$ cat config.mk
export PLATFORM = sky130hd
export DESIGN_NAME = aes_shift_rows_pipe
export DESIGN_NICKNAME = d
export VERILOG_FILES = /design/src/rtl/aes_shift_rows_pipe.sv
export SDC_FILE = /design/constraint.sdc
export NUM_CORES = 1
export LEC_CHECK = 0
export CAP_MARGIN = 15
export CORE_MARGIN = 2
export CORE_UTILIZATION = 40
export CTS_CLUSTER_DIAMETER = 30
export DETAILED_ROUTE_END_ITERATION = 16
export GPL_TIMING_DRIVEN = 0
export PLACE_DENSITY = 0.78
export SYNTH_ARGS = -nofsm -noshare
export SYNTH_HDL_FRONTEND = slang
export SYNTH_SLANG_ARGS = --single-unit
$ cat constraint.sdc
create_clock -name clk -period 7 [get_ports clk]
set_input_delay 0.7 -clock clk [delete_from_list [all_inputs] [get_ports clk]]
set_output_delay 0.7 -clock clk [all_outputs]
set_load 0.005 [all_outputs]
$ cat src/rtl/aes_shift_rows_pipe.sv
`default_nettype none
// ============================================================================
// Module      : aes_shift_rows_pipe
// Description : Pipelined AES ShiftRows / InvShiftRows unit carrying LANES
//               128-bit states per beat, with the direction selected per beat.
//               Valid/ready handshakes on both sides with full backpressure.
//               Bubbles collapse while the output is stalled.
// Parameters  : LANES  - 128-bit states per beat (1..4)
//               STAGES - register slots from input to output (1..4)
//               CNT_W  - width of the delivered-beat counter
// Ports       : clk, rst (synchronous, active-high)
//               in_valid/in_ready/in_inv/in_block  - upstream beat
//               in_key                             - round key (option only)
//               out_valid/out_ready/out_block      - downstream beat
//               out_count                          - beats delivered, wraps
// Options     : AES_SR_ADDKEY_EN - adds in_key; out_block becomes the
//               permuted state XOR in_key, applied in the final stage.
// Revision    : 1.0 - initial release
// ============================================================================
module aes_shift_rows_pipe #(
    parameter int LANES  = 1,
    parameter int STAGES = 2,
    parameter int CNT_W  = 16
) (
    input  logic                   clk,
    input  logic                   rst,
    input  logic                   in_valid,
    output logic                   in_ready,
    input  logic                   in_inv,
    input  logic [128*LANES-1:0]   in_block,
`ifdef AES_SR_ADDKEY_EN
    input  logic [128*LANES-1:0]   in_key,
`endif
    output logic                   out_valid,
    input  logic                   out_ready,
    output logic [128*LANES-1:0]   out_block,
    output logic [CNT_W-1:0]       out_count
);

    localparam int c_W = 128 * LANES;

    logic [c_W-1:0]    w_perm;
    logic [STAGES-1:0] w_ld;
    logic [STAGES-1:0] w_src_v;
    logic [c_W-1:0]    w_src_d [STAGES];

    logic [STAGES-1:0] r_v;
    logic [c_W-1:0]    r_d [STAGES];
    logic [CNT_W-1:0]  r_count;

`ifdef AES_SR_ADDKEY_EN
    logic [c_W-1:0]    w_src_k [STAGES];
    logic [c_W-1:0]    r_k     [STAGES];
`endif

    // Byte (c,r) of a lane sits at bit 127-8*(4c+r). Forward takes the byte
    // r columns to the right, inverse r columns to the left; the "& 3" wraps
    // the column index (also for the negative inverse case).
    always_comb begin
        w_perm = '0;
        for (int l = 0; l < LANES; l++) begin
            for (int c = 0; c < 4; c++) begin
                for (int r = 0; r < 4; r++) begin
                    w_perm[128*l + 127 - 8*(4*c + r) -: 8] =
                        in_block[128*l + 127 - 8*(4*((in_inv ? (c - r) : (c + r)) & 3) + r) -: 8];
                end
            end
        end
    end

    // Slot k may load when downstream drains this cycle or when any slot at
    // or after k is empty, because that hole lets the whole tail shift up.
    // Written in closed form so the enable chain is not self-referential.
    always_comb begin
        w_ld = '0;
        for (int k = 0; k < STAGES; k++) begin
            w_ld[k] = out_ready;
            for (int j = 0; j < STAGES; j++) begin
                if (j >= k && !r_v[j]) begin
                    w_ld[k] = 1'b1;
                end
            end
        end
    end

    // Source of each slot: the input beat for slot 0, the previous slot after.
    always_comb begin
        w_src_v    = '0;
        w_src_v[0] = in_valid;
        w_src_d[0] = w_perm;
`ifdef AES_SR_ADDKEY_EN
        w_src_k[0] = in_key;
`endif
        for (int k = 1; k < STAGES; k++) begin
            w_src_v[k] = r_v[k-1];
            w_src_d[k] = r_d[k-1];
`ifdef AES_SR_ADDKEY_EN
            w_src_k[k] = r_k[k-1];
`endif
        end
    end

    always_ff @(posedge clk) begin
        if (rst) begin
            r_v     <= '0;
            r_count <= '0;
            for (int k = 0; k < STAGES; k++) begin
                r_d[k] <= '0;
`ifdef AES_SR_ADDKEY_EN
                r_k[k] <= '0;
`endif
            end
        end else begin
            for (int k = 0; k < STAGES; k++) begin
                if (w_ld[k]) begin
                    r_v[k] <= w_src_v[k];
                    r_d[k] <= w_src_d[k];
`ifdef AES_SR_ADDKEY_EN
                    r_k[k] <= w_src_k[k];
`endif
                end
            end
            if (r_v[STAGES-1] && out_ready) begin
                r_count <= r_count + 1'b1;
            end
        end
    end

    assign in_ready  = w_ld[0];
    assign out_valid = r_v[STAGES-1];
    assign out_count = r_count;

    // The key rides along with its beat and is folded in after the last
    // register, so the option leaves the latency untouched.
`ifdef AES_SR_ADDKEY_EN
    assign out_block = r_v[STAGES-1] ? (r_d[STAGES-1] ^ r_k[STAGES-1]) : '0;
`else
    assign out_block = r_v[STAGES-1] ? r_d[STAGES-1] : '0;
`endif

endmodule
`default_nettype wire

# ---- After elaboration in Yosys (flattened, before gate mapping)
# Memories as Yosys holds them, arrays and structs flattened.
# Index checks and enable logic that the tools add are counted.
dict set report totals {
  output_inout_bits 146
  mem_count 1
  wordCells 66
  input_bits 133
  ram_bits 256
  ff_bits 18
}
# name depth width read_ports rd_ports_with_merged_regs write_ports line
set mem_list {}
lappend mem_list {r_d 2 128 2 0 2 48} ;# logic [c_W-1:0] r_d [STAGES];
dict set report op_classes {
  n_addsub 25
  bitwise 2
  shifts 12
  n_reduce_logical 1
  n_mux 22
}
# cell n
set ops {}
lappend ops {{135-bit by 9-bit indexed part select with 8-bit output} 10}
lappend ops {{128-bit two-way mux} 3}
lappend ops {{135-bit by 8-bit indexed part select with 8-bit output} 2}
lappend ops {{7-bit by 8-bit subtractor with 9-bit output (first input constant)} 10}
lappend ops {{4-bit by 1-bit adder with 5-bit output (second input constant)} 4}
lappend ops {{4-bit by 2-bit adder with 5-bit output (second input constant)} 4}
lappend ops {{16-bit by 1-bit adder with 16-bit output (second input constant)} 1}
lappend ops {{2-bit two-way mux} 8}
lappend ops {{1-bit two-way mux} 11}
lappend ops {{4-bit by 2-bit adder with 5-bit output (both inputs constant)} 2}
lappend ops {{7-bit by 6-bit subtractor with 8-bit output (first input constant)} 1}
lappend ops {{7-bit by 7-bit subtractor with 8-bit output (first input constant)} 1}
lappend ops {{3-bit by 2-bit adder with 4-bit output (both inputs constant)} 1}
lappend ops {{1-bit by 2-bit adder with 3-bit output (both inputs constant)} 1}
lappend ops {{1-bit OR} 2}
lappend ops {{1-bit logical AND} 1}

# ---- Depth between registers and ports, before layout
# Gate-level depths: netlist (run 1).
dict set report logic_depth {
  ltp_word 6
  depth_mapped 7
  ltp_nobuf 5
}

# ---- Least setup slack after synthesis (run 1)
# No wires, ideal clock.
dict set report synth_timing {
  path_kind {input port to flip-flop}
  start {input port rst}
  end {memory r_d[0][128] in the netlist's numbering (enable)}
  path_stages 2
  required_ns 6.491
  arrival_time_ns 4.075
  slack_ns 2.416
  setup_ns 0.509
  n_path_buf 1
  path_cell_list {clkbuf_1 > nand2b_1}
}
# item line
set synth_rtl {}
lappend synth_rtl {{start, declared} 26} ;# input logic rst,
lappend synth_rtl {{end, declared} 48}

# ---- Worst setup path in the final report (run 1)
dict set report layout_timing {
  start {register r_v[1]}
  end {output port out_block[77]}
}
dict set report layout_between {
  elab_chain_cells 1
}
# item line
set layout_lines {}
lappend layout_lines {{start, declared} 47} ;# logic [STAGES-1:0] r_v;
lappend layout_lines {{start signal, assigned by index} 116} ;# r_v[k] <= w_src_v[k];
lappend layout_lines {{128-bit two-way mux} 138} ;# assign out_block = r_v[STAGES-1] ? r_d[STAGES-1] : '0;
lappend layout_lines {{end, declared} 36} ;# output logic [128*LANES-1:0] out_block,
# Every way passes these cells.

==> results.cfg, run 1 <==
[outcome]
status = finished clean

[clock_network]
root_buffer = clkbuf_16
clock_latency_ns = 0.55
cts_hold_buf = 0
cts_resized = 0
clk_path_buf_depth = 3
cts_setup_buffers = 0
cts_sinks = 274
cts_tree = done
htree_num_levels = 2
clkTransAtPathRegs_ns = 0.05
numCtsBuffers = 55

[logic_synthesis]
syn-cell-area_sq_um = 11600
ys_warn_count = 0
synth_fp_nets = 982
synth_ff_type = edfxtp_1
synth_cells = 848
ys_seq_area_share_pct = 69.4
ys_ff_latch = 274
synth_edf_count = 256
synth_cell_types = 28
post_synth.cell_area_avg_sq_um = 13.7
synthArstFlopShare_pct = 0

[finish]
postLayoutCoreUtil_pct = 58.7
final_nets = 1320
synthToLayoutAreaGrowth_pct = 44.9
layout-drive-gt1-share_pct = 9.26

[sta]
worstMarginPinSlew_ns = 0.832
period_minus_slack_ns = 3.61
max_slew_margin_pct = 44.5
hold_viol = 0
final.period_utilization_pct = 51.5
setup_violations = 0
fmaxAchievable_mhz = 277
skew_ns = 0.0172
setup_tns_ns = 0
fin_ws_ns = 3.39
rsz0062_at_grt = no
slew_violations = 0
fin_hold_ws_ns = 0.503

[route]
wl_per_cell_microns = 17.5
vias = 7556
drt-initial-drc-count = 451
first_pass_iters = 5
wirelength_microns = 28300
avgViaCountPerCell = 4.67
drtAntennaViolNets = 0
drc_errors = 0

[grt]
grt_start_max_net_pins = 54
grt_use_total_pct = 18.5
antenna_found_initial = 3
overflow = 0
grt_pass1_wl_microns = 43300
grt_pass1_vias = 7878

[setup_path]
critPathRequiredTime_ns = 6.30
endpoint_kind = output pin
path_max_fanout = 10
cp_common_cell = clkbuf_1
critPathMaxStageDelay_ns = 0.65
crit_path_start_kind = flip-flop
setup.worst_path.class = reg -> out
crit_chain = buf_2 > clkbuf_1 > clkbuf_1 > and2_1 > clkdlybuf4s50_1
slowest_stage = clkbuf_1
critPathArrivalTime_ns = 2.91

[floorplanning]
fp.coreArea_sq_um = 28600
die_w_microns = 174
die_h_microns = 174
dieArea_sq_um = 30400
initial_utilization_pct = 40.5
ios = 279
num_rows = 62

[worst_hold_path]
hp-class = reg -> reg

[placed_design]
pre_cts_slack_ns = 3.79
dp_hpwl_microns = 19900
io_buffers = 277
gp_congestion = 0.816

[job]
cap_violations = 0

[power_and_ir_drop]
peakVddDrop_uv = 178
p_per_area_nw_per_um2 = 279
p_leak_nw = 6.73
layout make-up:
class / count / area [sq um]
Antenna cell: 3 / 7.51
Buffer: 52 / 218
Clock buffer: 59 / 1390
Clock inverter: 43 / 433
Fill cell: 2193 / 11800
Inverter: 3 / 11.3
Multi-Input combinational cell: 519 / 3330
Sequential cell: 274 / 8050
Tap cell: 384 / 480
Timing Repair Buffer: 281 / 2880
Yosys cell counts, types with 2 or more instances:
cell type,count,area share [%]
buf_2,18,0.78
dfxtp_1,18,3.1
xnor2_1,10,0.76
buf_1,5,0.16
nor2b_1,3,0.16
clkbuf_1,29,0.94
mux2i_1,64,5.5
nor3_1,3,0.13
and2_1,320,17
nand2_1,6,0.19
inv_1,3,0.097
nor4_1,4,0.22
xor2_1,2,0.15
a21oi_1,4,0.17
mux2_1,2,0.19
nand2b_1,2,0.11
edfxtp_1,256,66
nor2_1,82,2.7
nand3_1,6,0.26
nand4_1,3,0.16
final timing paths:
| kind | from | endpoint | slack [ns] | cells after the start |
|---|---|---|---|---|
| hold reg to reg | out_count[1] | out_count[1] | 0.50 | 2 |
| setup / recovery | r_v[1] | out_block[77] | 3.39 | 5 |
| setup reg to reg | r_v[1] | r_d[0][112] | 4.56 | 6 |
| hold / removal | out_count[1] | out_count[1] | 0.50 | 2 |
cell families after synthesis:
family	Yosys count	synth area share, %
and+or+nand+nor	435	21.7
xor gates and xnor gates	12	0.907
AOI/OAI and AO/OA	5	0.216
DFF	274	69.4
adders and majority gates	1	0.108
muxes	66	5.72
buffers and inverters	55	1.97
per-layer routing:
metal | global-route usage [%] | part of all wire, %
met1 | 22.1 | 40
met2 | 32.4 | 50
met3 | 4.27 | 6.8
met4 | 7.49 | 3.1
met5 | 0 | 0
worst max-delay path: cells and delay by family (launching register included):
kind	cells	cell delay, ns
buf+inv	4	1.82
flops	1	0.34
simple gates	1	0.18
state kept, by name, summed over array words and instances, names as in the netlist:
signal / cells
out_count: 16
r_d: 256
r_v: 2
power by group:
group	internal (mW)	switching (mW)	total [mW]
Clock	1.63	0.859	2.49
Combinational	0.152	0.124	0.275
Sequential	1.90	0.0209	1.92
Total	3.68	1.00	4.68
placed cells by master, fill, tap and decap left out, types with 2 or more instances in the layout:
cell	count
nor2b_1	3
clkinv_4	7
and2_1	320
clkdlybuf4s50_1	277
clkbuf_16	55
nor2_1	82
buf_16	4
xnor2_1	10
inv_1	3
clkinv_1	10
nand4_1	3
diode_2	3
edfxtp_1	256
inv_6	8
a21oi_1	4
nand2_1	6
buf_1	5
xor2_1	2
bufinv_16	5
dfxtp_1	18
buf_2	18
nand3_1	6
mux2_1	2
clkinv_2	6
nor3_1	3
clkinvlp_4	5
mux2i_1	64
clkbuf_1	33
nor4_1	4
metrics by stage:
stage / std cells / instance area [sq um] / power [mW]
global placement: 1509 / 14800 / 2.21
finish: 1618 / 16800 / 4.68
floorplan: 848 / 11600 / 2.06
CTS: 1615 / 16800 / 4.73
detailed placement: 1513 / 15000 / 2.22
global route: 1617 / 16800 / 4.84
No activity file was read; power rests on OpenSTA's default activity.
==> run 2, diff against run 1 <==
Settings changed: PLACE_DENSITY 0.78 to 0.8.
Clock period 7 ns to 3 ns, I/O delays scaled along.
==> results.cfg, run 2 (synthesis gave the netlist of run 1 again) <==
[floorplanning]
fp.coreArea_sq_um = 28600
num_rows = 62
initial_utilization_pct = 40.5
ios = 279
die_w_microns = 174
die_h_microns = 174
dieArea_sq_um = 30400

[setup_path]
critPathArrivalTime_ns = 2.49
setup.worst_path.class = reg -> out
crit_path_start_kind = flip-flop
endpoint_kind = output pin
critPathRequiredTime_ns = 2.70
path_max_fanout = 10

[route]
wl_met3_microns = 1990
avgViaCountPerCell = 4.66
wirelength_microns = 27600
drt-initial-drc-count = 448
first_pass_iters = 5
highest_layer = met4
wl_met1_microns = 11200
wl_met2_microns = 13800
drtAntennaViolNets = 0
vias = 7559
wl_per_cell_microns = 17.0
drc_errors = 0

[placed_design]
gp_congestion = 0.795
io_buffers = 277
numPlacedInstances = 1512
dp_hpwl_microns = 19400
pre_cts_slack_ns = 0.0758
dpl-instance-area_sq_um = 14900

[grt]
grt_start_max_net_pins = 73
grt_pass1_vias = 7870
grt_use_total_pct = 18.2
grt_pass1_wl_microns = 42800
overflow = 0
antenna_found_initial = 2

[finish]
largest_reg_flops = 256
final_cell_mix = 320 x and2_1, 277 x clkdlybuf4s50_1, 256 x edfxtp_1
final_area_sq_um = 16800
regMostFlops = r_d
final_nets = 1320
final_common_cell = and2_1
fin_cells = 1621
layout-drive-gt1-share_pct = 9.32
synthToLayoutAreaGrowth_pct = 45.2
postLayoutCoreUtil_pct = 58.8

[clock_network]
cts_setup_buffers = 0
numCtsBuffers = 56
clock_latency_ns = 0.54
clkTransAtPathRegs_ns = 0.05
cts_tree = done
root_buffer = clkbuf_16
clk_path_buf_depth = 3
cts_sinks = 274
htree_num_levels = 2

[sta]
hold_viol = 0
max_slew_margin_pct = 38.4
setup_tns_ns = 0
skew_ns = 0.0131
rsz0062_at_grt = no
final.period_utilization_pct = 93.0
fin_ws_ns = 0.210
period_minus_slack_ns = 2.79
fmaxAchievable_mhz = 358
worstMarginPinSlew_ns = 0.924
setup_violations = 0
slew_violations = 0

[power_and_ir_drop]
peakVddDrop_uv = 405
p_leak_nw = 6.77
p_per_area_nw_per_um2 = 661

[worst_hold_path]
hp-class = in -> reg

[outcome]
status = finished clean

[job]
cap_violations = 0
==> run 2: final timing paths <==
path | from | depth (start not counted) | slack (ns) | endpoint
setup / recovery | r_v[1] | 5 | 0.21 | out_block[78]
hold / removal | in_inv | 3 | 0.34 | r_d[0][2]
setup reg to reg | r_v[1] | 4 | 0.69 | r_d[0][247]
hold reg to reg | r_d[0][9] | 1 | 0.50 | r_d[0][137]
==> run 2: where the power goes <==
| group | internal, mW | switching, mW |
|---|---|---|
| clock network | 4.08 | 1.95 |
| logic | 0.353 | 0.282 |
| registers | 4.42 | 0.0478 |
| total | 8.86 | 2.28 |
==> run 2: cell type report <==
class | count | area, sq um
Fill cell | 2220 | 11800
Sequential cell | 274 | 8050
Multi-Input combinational cell | 519 | 3330
Timing Repair Buffer | 280 | 2860
Clock buffer | 70 | 1520
Tap cell | 384 | 480
Clock inverter | 36 | 370
Buffer | 52 | 221
Inverter | 3 | 11.3
Antenna cell | 3 | 7.51
==> run 2: stage by stage <==
step	hold slack [ns]	total power, mW
3_3_place_gp	0.493	5.16
5_1_grt	0.351	11.5
3_5_place_dp	0.502	5.18
6_report	0.342	11.1
2_1_floorplan	0.417	4.80
4_1_cts	0.314	11.2
==> run 2: worst max-delay path, stage by stage (launching register included) <==
cell             delay, ns
dfxtp_1               0.33
buf_2                 0.21
clkbuf_4              0.30
clkbuf_1              0.36
and2_1                0.19
clkdlybuf4s50_1       0.55
==> run 2: layer usage <==
layer,vias to the layer above,GRT usage (%)
met3,53,5.03
met1,3638,21.8
met2,261,31.6
li1,3607,-
met5,-,0
met4,0,6.16
==> run 2: timing repair <==
action                                  4_1_cts  5_1_grt
hold buffers                                  0        0
gates resized for setup                       2        0
endpoints found under the setup margin       90        0
